**src/rtl/cruce_controlador.sv**
```systemverilog
// Demand-actuated two-approach crossing sequencer.
// Approach A rests in green; approach B is served for a fixed green after a request.
// Every change of right-of-way goes through yellow and then an all-red clearance.
module cruce_controlador #(
  parameter int unsigned T_MIN_VERDE = 6,
  parameter int unsigned T_VERDE_B   = 10,
  parameter int unsigned T_AMARILLO  = 3,
  parameter int unsigned T_TODO_ROJO = 2,
  parameter int unsigned CW          = 8
) (
  input  logic       clk,
  input  logic       reset,
  input  logic       enb,
  input  logic       sensor_B,
  input  logic       ped_req_A,
  output logic [1:0] semaforo_A,
  output logic [1:0] semaforo_B,
  output logic [2:0] estado,
  output logic       demanda_pend
);

  typedef enum logic [2:0] {
    A_VERDE    = 3'd0,
    A_AMARILLO = 3'd1,
    ROJO_AB    = 3'd2,
    B_VERDE    = 3'd3,
    B_AMARILLO = 3'd4,
    ROJO_BA    = 3'd5
  } estado_t;

  localparam logic [1:0] LUZ_ROJO     = 2'b00;
  localparam logic [1:0] LUZ_AMARILLO = 2'b01;
  localparam logic [1:0] LUZ_VERDE    = 2'b10;

  // Last timer value of each phase (phase of length T ends when timer == T-1)
  localparam logic [CW-1:0] FIN_MIN_VERDE = CW'(T_MIN_VERDE - 1);
  localparam logic [CW-1:0] FIN_VERDE_B   = CW'(T_VERDE_B - 1);
  localparam logic [CW-1:0] FIN_AMARILLO  = CW'(T_AMARILLO - 1);
  localparam logic [CW-1:0] FIN_TODO_ROJO = CW'(T_TODO_ROJO - 1);
  localparam logic [CW-1:0] TIMER_MAX     = {CW{1'b1}};

  logic [CW-1:0] timer;
  logic [2:0]    estado_nxt;
  logic          cambio;
  logic          demanda;
  logic          set_dem;
  logic          clr_dem;
  logic [1:0]    luz_a_nxt;
  logic [1:0]    luz_b_nxt;

  // Next-state, demand latch control and light decode of the next state
  always_comb begin
    estado_nxt = estado;
    luz_a_nxt  = LUZ_ROJO;
    luz_b_nxt  = LUZ_ROJO;
    demanda    = demanda_pend | sensor_B | ped_req_A;

    case (estado)
      A_VERDE:    if (timer >= FIN_MIN_VERDE && demanda) estado_nxt = A_AMARILLO;
      A_AMARILLO: if (timer == FIN_AMARILLO)             estado_nxt = ROJO_AB;
      ROJO_AB:    if (timer == FIN_TODO_ROJO)            estado_nxt = B_VERDE;
      B_VERDE:    if (timer == FIN_VERDE_B)              estado_nxt = B_AMARILLO;
      B_AMARILLO: if (timer == FIN_AMARILLO)             estado_nxt = ROJO_BA;
      ROJO_BA:    if (timer == FIN_TODO_ROJO)            estado_nxt = A_VERDE;
      default:                                           estado_nxt = ROJO_BA;
    endcase

    // No state loops onto itself, so any difference is a transition
    cambio = (estado_nxt != estado);

    case (estado_nxt)
      A_VERDE:    luz_a_nxt = LUZ_VERDE;
      A_AMARILLO: luz_a_nxt = LUZ_AMARILLO;
      B_VERDE:    luz_b_nxt = LUZ_VERDE;
      B_AMARILLO: luz_b_nxt = LUZ_AMARILLO;
      default: begin
        luz_a_nxt = LUZ_ROJO;
        luz_b_nxt = LUZ_ROJO;
      end
    endcase

    // Requests are latched even while frozen, but not while B is being served
    set_dem = (sensor_B | ped_req_A) && (estado != B_VERDE) && (estado != B_AMARILLO);
    clr_dem = enb && (estado == ROJO_AB) && (estado_nxt == B_VERDE);
  end

  // State, timer, demand latch and registered light outputs
  always_ff @(posedge clk) begin
    if (reset) begin
      estado       <= ROJO_BA;
      timer        <= '0;
      demanda_pend <= 1'b0;
      semaforo_A   <= LUZ_ROJO;
      semaforo_B   <= LUZ_ROJO;
    end else begin
      demanda_pend <= clr_dem ? 1'b0 : (demanda_pend | set_dem);
      if (enb) begin
        estado     <= estado_nxt;
        semaforo_A <= luz_a_nxt;
        semaforo_B <= luz_b_nxt;
        if (cambio)
          timer <= '0;
        else if (timer != TIMER_MAX)
          timer <= timer + CW'(1);
      end
    end
  end

endmodule

```
**config.mk**
```make
export PLATFORM = sky130hd
export DESIGN_NAME = cruce_controlador
export DESIGN_NICKNAME = d
export VERILOG_FILES = /design/src/rtl/cruce_controlador.sv
export SDC_FILE = /design/constraint.sdc
export NUM_CORES = 1
export LEC_CHECK = 0
export CAP_MARGIN = 20
export CORE_AREA = 10 10 58 60
export DETAILED_ROUTE_END_ITERATION = 10
export DIE_AREA = 0 0 68 70
export PLACE_DENSITY = 0.72
export SKIP_CTS_REPAIR_TIMING = 1
export SYNTH_ARGS = -nofsm -noshare
export SYNTH_HDL_FRONTEND = slang
export SYNTH_SLANG_ARGS = --single-unit
```
**constraint.sdc**
```tcl
create_clock -name clk -period 2.1 [get_ports clk]
set_input_delay 0.21 -clock clk [delete_from_list [all_inputs] [get_ports clk]]
set_output_delay 0.21 -clock clk [all_outputs]
set_load 0.05 [all_outputs]
```
==> qor.yml <==
status: "complete, but fails checks"
violations: "negative setup slack"
fin_ws_ns: -0.0455
cp_data_required_time_ns: 2.26
hold_depth: 2
core-area_sq_um: 2340
powerDensity_nw_per_um2: 521
wl_mm: 2.89
dieArea_sq_um: 4760
stdcell_count: 191
viasPerCell: 5.93
syn_inst: 131
wire_per_inst_um: 15.1
total_power_uw: 763
cp_max_fo: 8
gp_congestion: 0.869
crit_buf_inv: 2
worstPathCellList: "inv_2, ha_4, or3b_4, or4_4, o2111a_2, a211oi_4, buf_6, a211oi_1"
drt-initial-drc-count: 70
die_y_um: 70
antenna_found_initial: 0
final_hold_viol_count: 0
critical_path_class: "reg2reg"
critPathCaptureType: "flip-flop"
vias: 1133
cts_made_buffers: 3
nets: 172
avgSynthCellArea_sq_um: 8.09
seq_area_frac_synth_pct: 30.2
worstSetupStartpointType: "flip-flop"
crit_family: "simple AND/OR/NAND/NOR gates"
maxCapViolCount: 0
grtUsageTotal_pct: 12.4
clock-sinks: 16
crit_cells: 8
drv_slew: 0
area_delta_synth_final_pct: 38.1
drive_above_1_share_pct: 29.8
grt.overflow.total: 0
grt_pass1_vias: 1078
setup_viol: 9
yosysWarnings: 0
final_cell_mix: "buf_4, dfxtp_1, clkdlybuf4s50_1"
antenna_cells: 0
port_buffers: 12
pin_count: 13
yosysUniqueCellTypes: 44
hold_ws_ns: 0.467
reg2reg_depth: 8
synth-seq-cells: 16
cts.path.max_buffers: 2
clk_pin_slew_ns: 0.09
fmax_mhz: 466
crit_slowest_cell: "or4_4"
detailedPlace.worstSlack_ns: -0.205
period_minus_slack_ns: 2.15
cts_htree_levels: 1
dp_hpwl_mm: 2.18
p_leak_nw: 0.547
fin_crit_sh_pct: 102
skew_ns: 0.00658
drc: 0
hold_class: "reg2reg"
grt_max_degree: 14
clk_latency_ns: 0.29
worst_pin_slew_ns: 0.521
grt_pass1_wl_mm: 4.80
final_common_cell: "buf_4"
cts_root_buffer: "clkbuf_4"
fp-row-count: 18
placed_cells: 188
syn_nets: 140
arrival_ns: 2.30
cts_tree: "done"
dr.pass1.iters: 4
initial_core_util_pct: 45.2
slew_headroom_pct: 64.9
peakVddDrop_uv: 449
die_x_um: 68
rsz0062_at_grt: "yes"
slowest_delay_ns: 0.49
syn_area_sq_um: 1060
postRouteAntennaNets: 0
==> final timing paths <==
| check | end | startpoint | slack, ns |
|---|---|---|---|
| max | timer[7] | timer[0] | -0.05 |
| min | semaforo_A[0] | semaforo_A[0] | 0.47 |
| max reg2reg | timer[7] | timer[0] | -0.05 |
| min reg2reg | semaforo_A[0] | semaforo_A[0] | 0.47 |
==> power by group <==
part / internal (mW) / total, mW / leakage (nW) / switching [mW]
clock network: 0.0667 / 0.163 / 0.0138 / 0.0966
registers: 0.319 / 0.338 / 0.132 / 0.0187
logic: 0.120 / 0.261 / 0.402 / 0.141
==> routing by layer <==
metal	GRT usage, %	vias up	wire length [um]
met4	4.70	0	41
met3	3.35	7	204
li1	-	555	-
met2	19.0	50	1380
met1	15.7	521	1260
met5	0	-	0
==> registers in the layout (all words and copies together) (netlist names) <==
register and flops:
timer 8, estado 3, semaforo_A 2, semaforo_B 2, demanda_pend 1
==> final cells by class <==
type	instances	area (sq um)
fillers	211	878
multi-input cells	100	751
flip-flops and latches	16	324
repair buffers	35	303
well taps	30	37.5
inverters	7	26.3
clock buffers	3	22.5
==> per-stage QoR <==
step,setup TNS (ns),util [%],area (sq um)
global placement,-0.662,59.3,1390
finish,-0.334,62.5,1460
CTS,-1.94,60.3,1410
global route,-0.927,62.5,1460
floorplan,-0.00149,-,1100
detailed placement,-1.49,59.3,1390
==> Yosys cell counts (all sizes together) <==
| library cell | number | area share, % |
|---|---|---|
| a211o | 1 | 0.83 |
| a211oi | 7 | 6.1 |
| a21bo | 2 | 1.9 |
| a21oi | 7 | 3.3 |
| a22o | 3 | 2.5 |
| a31o | 1 | 0.83 |
| a31oi | 1 | 0.59 |
| a32oi | 2 | 1.7 |
| a41o | 1 | 0.94 |
| and3 | 3 | 1.8 |
| and3b | 1 | 0.83 |
| and4 | 1 | 0.83 |
| buf | 2 | 0.83 |
| clkbuf | 6 | 2.1 |
| clkinv | 1 | 0.35 |
| dfxtp | 16 | 30 |
| ha | 4 | 4.7 |
| inv | 6 | 2.1 |
| mux2i | 1 | 0.94 |
| nand2 | 7 | 2.5 |
| nand2b | 3 | 1.8 |
| nand3 | 3 | 1.4 |
| nand4 | 6 | 3.5 |
| nor2 | 9 | 3.2 |
| nor2b | 2 | 1.2 |
| nor3 | 6 | 2.8 |
| nor4 | 1 | 0.59 |
| o2111a | 1 | 1.2 |
| o211a | 1 | 0.94 |
| o211ai | 2 | 1.4 |
| o21ai | 7 | 3.3 |
| o21bai | 1 | 0.71 |
| o221a | 1 | 1.1 |
| o311ai | 1 | 0.83 |
| o31a | 1 | 0.83 |
| or2 | 1 | 0.59 |
| or3 | 5 | 3.0 |
| or3b | 1 | 0.83 |
| or4 | 3 | 2.5 |
| xnor2 | 3 | 2.5 |
==> cell families after synthesis <==
| logic type | share of synthesized area, % |
|---|---|
| AND/OR/NAND/NOR | 27.3 |
| multiplexers | 0.945 |
| flip-flops | 30.2 |
| buffers and inverters | 5.43 |
| adder cells (fa/ha/maj) | 4.72 |
| AO/OA/AOI/OAI | 28.9 |
| XOR/XNOR | 2.48 |
==> worst min-delay path: cells and delay by family, from the launching register on <==
family          cells  cell delay, ns
compound gates      1            0.05
flops               1            0.32
simple gates        1            0.06
Power figures use the tool's default switching activity.
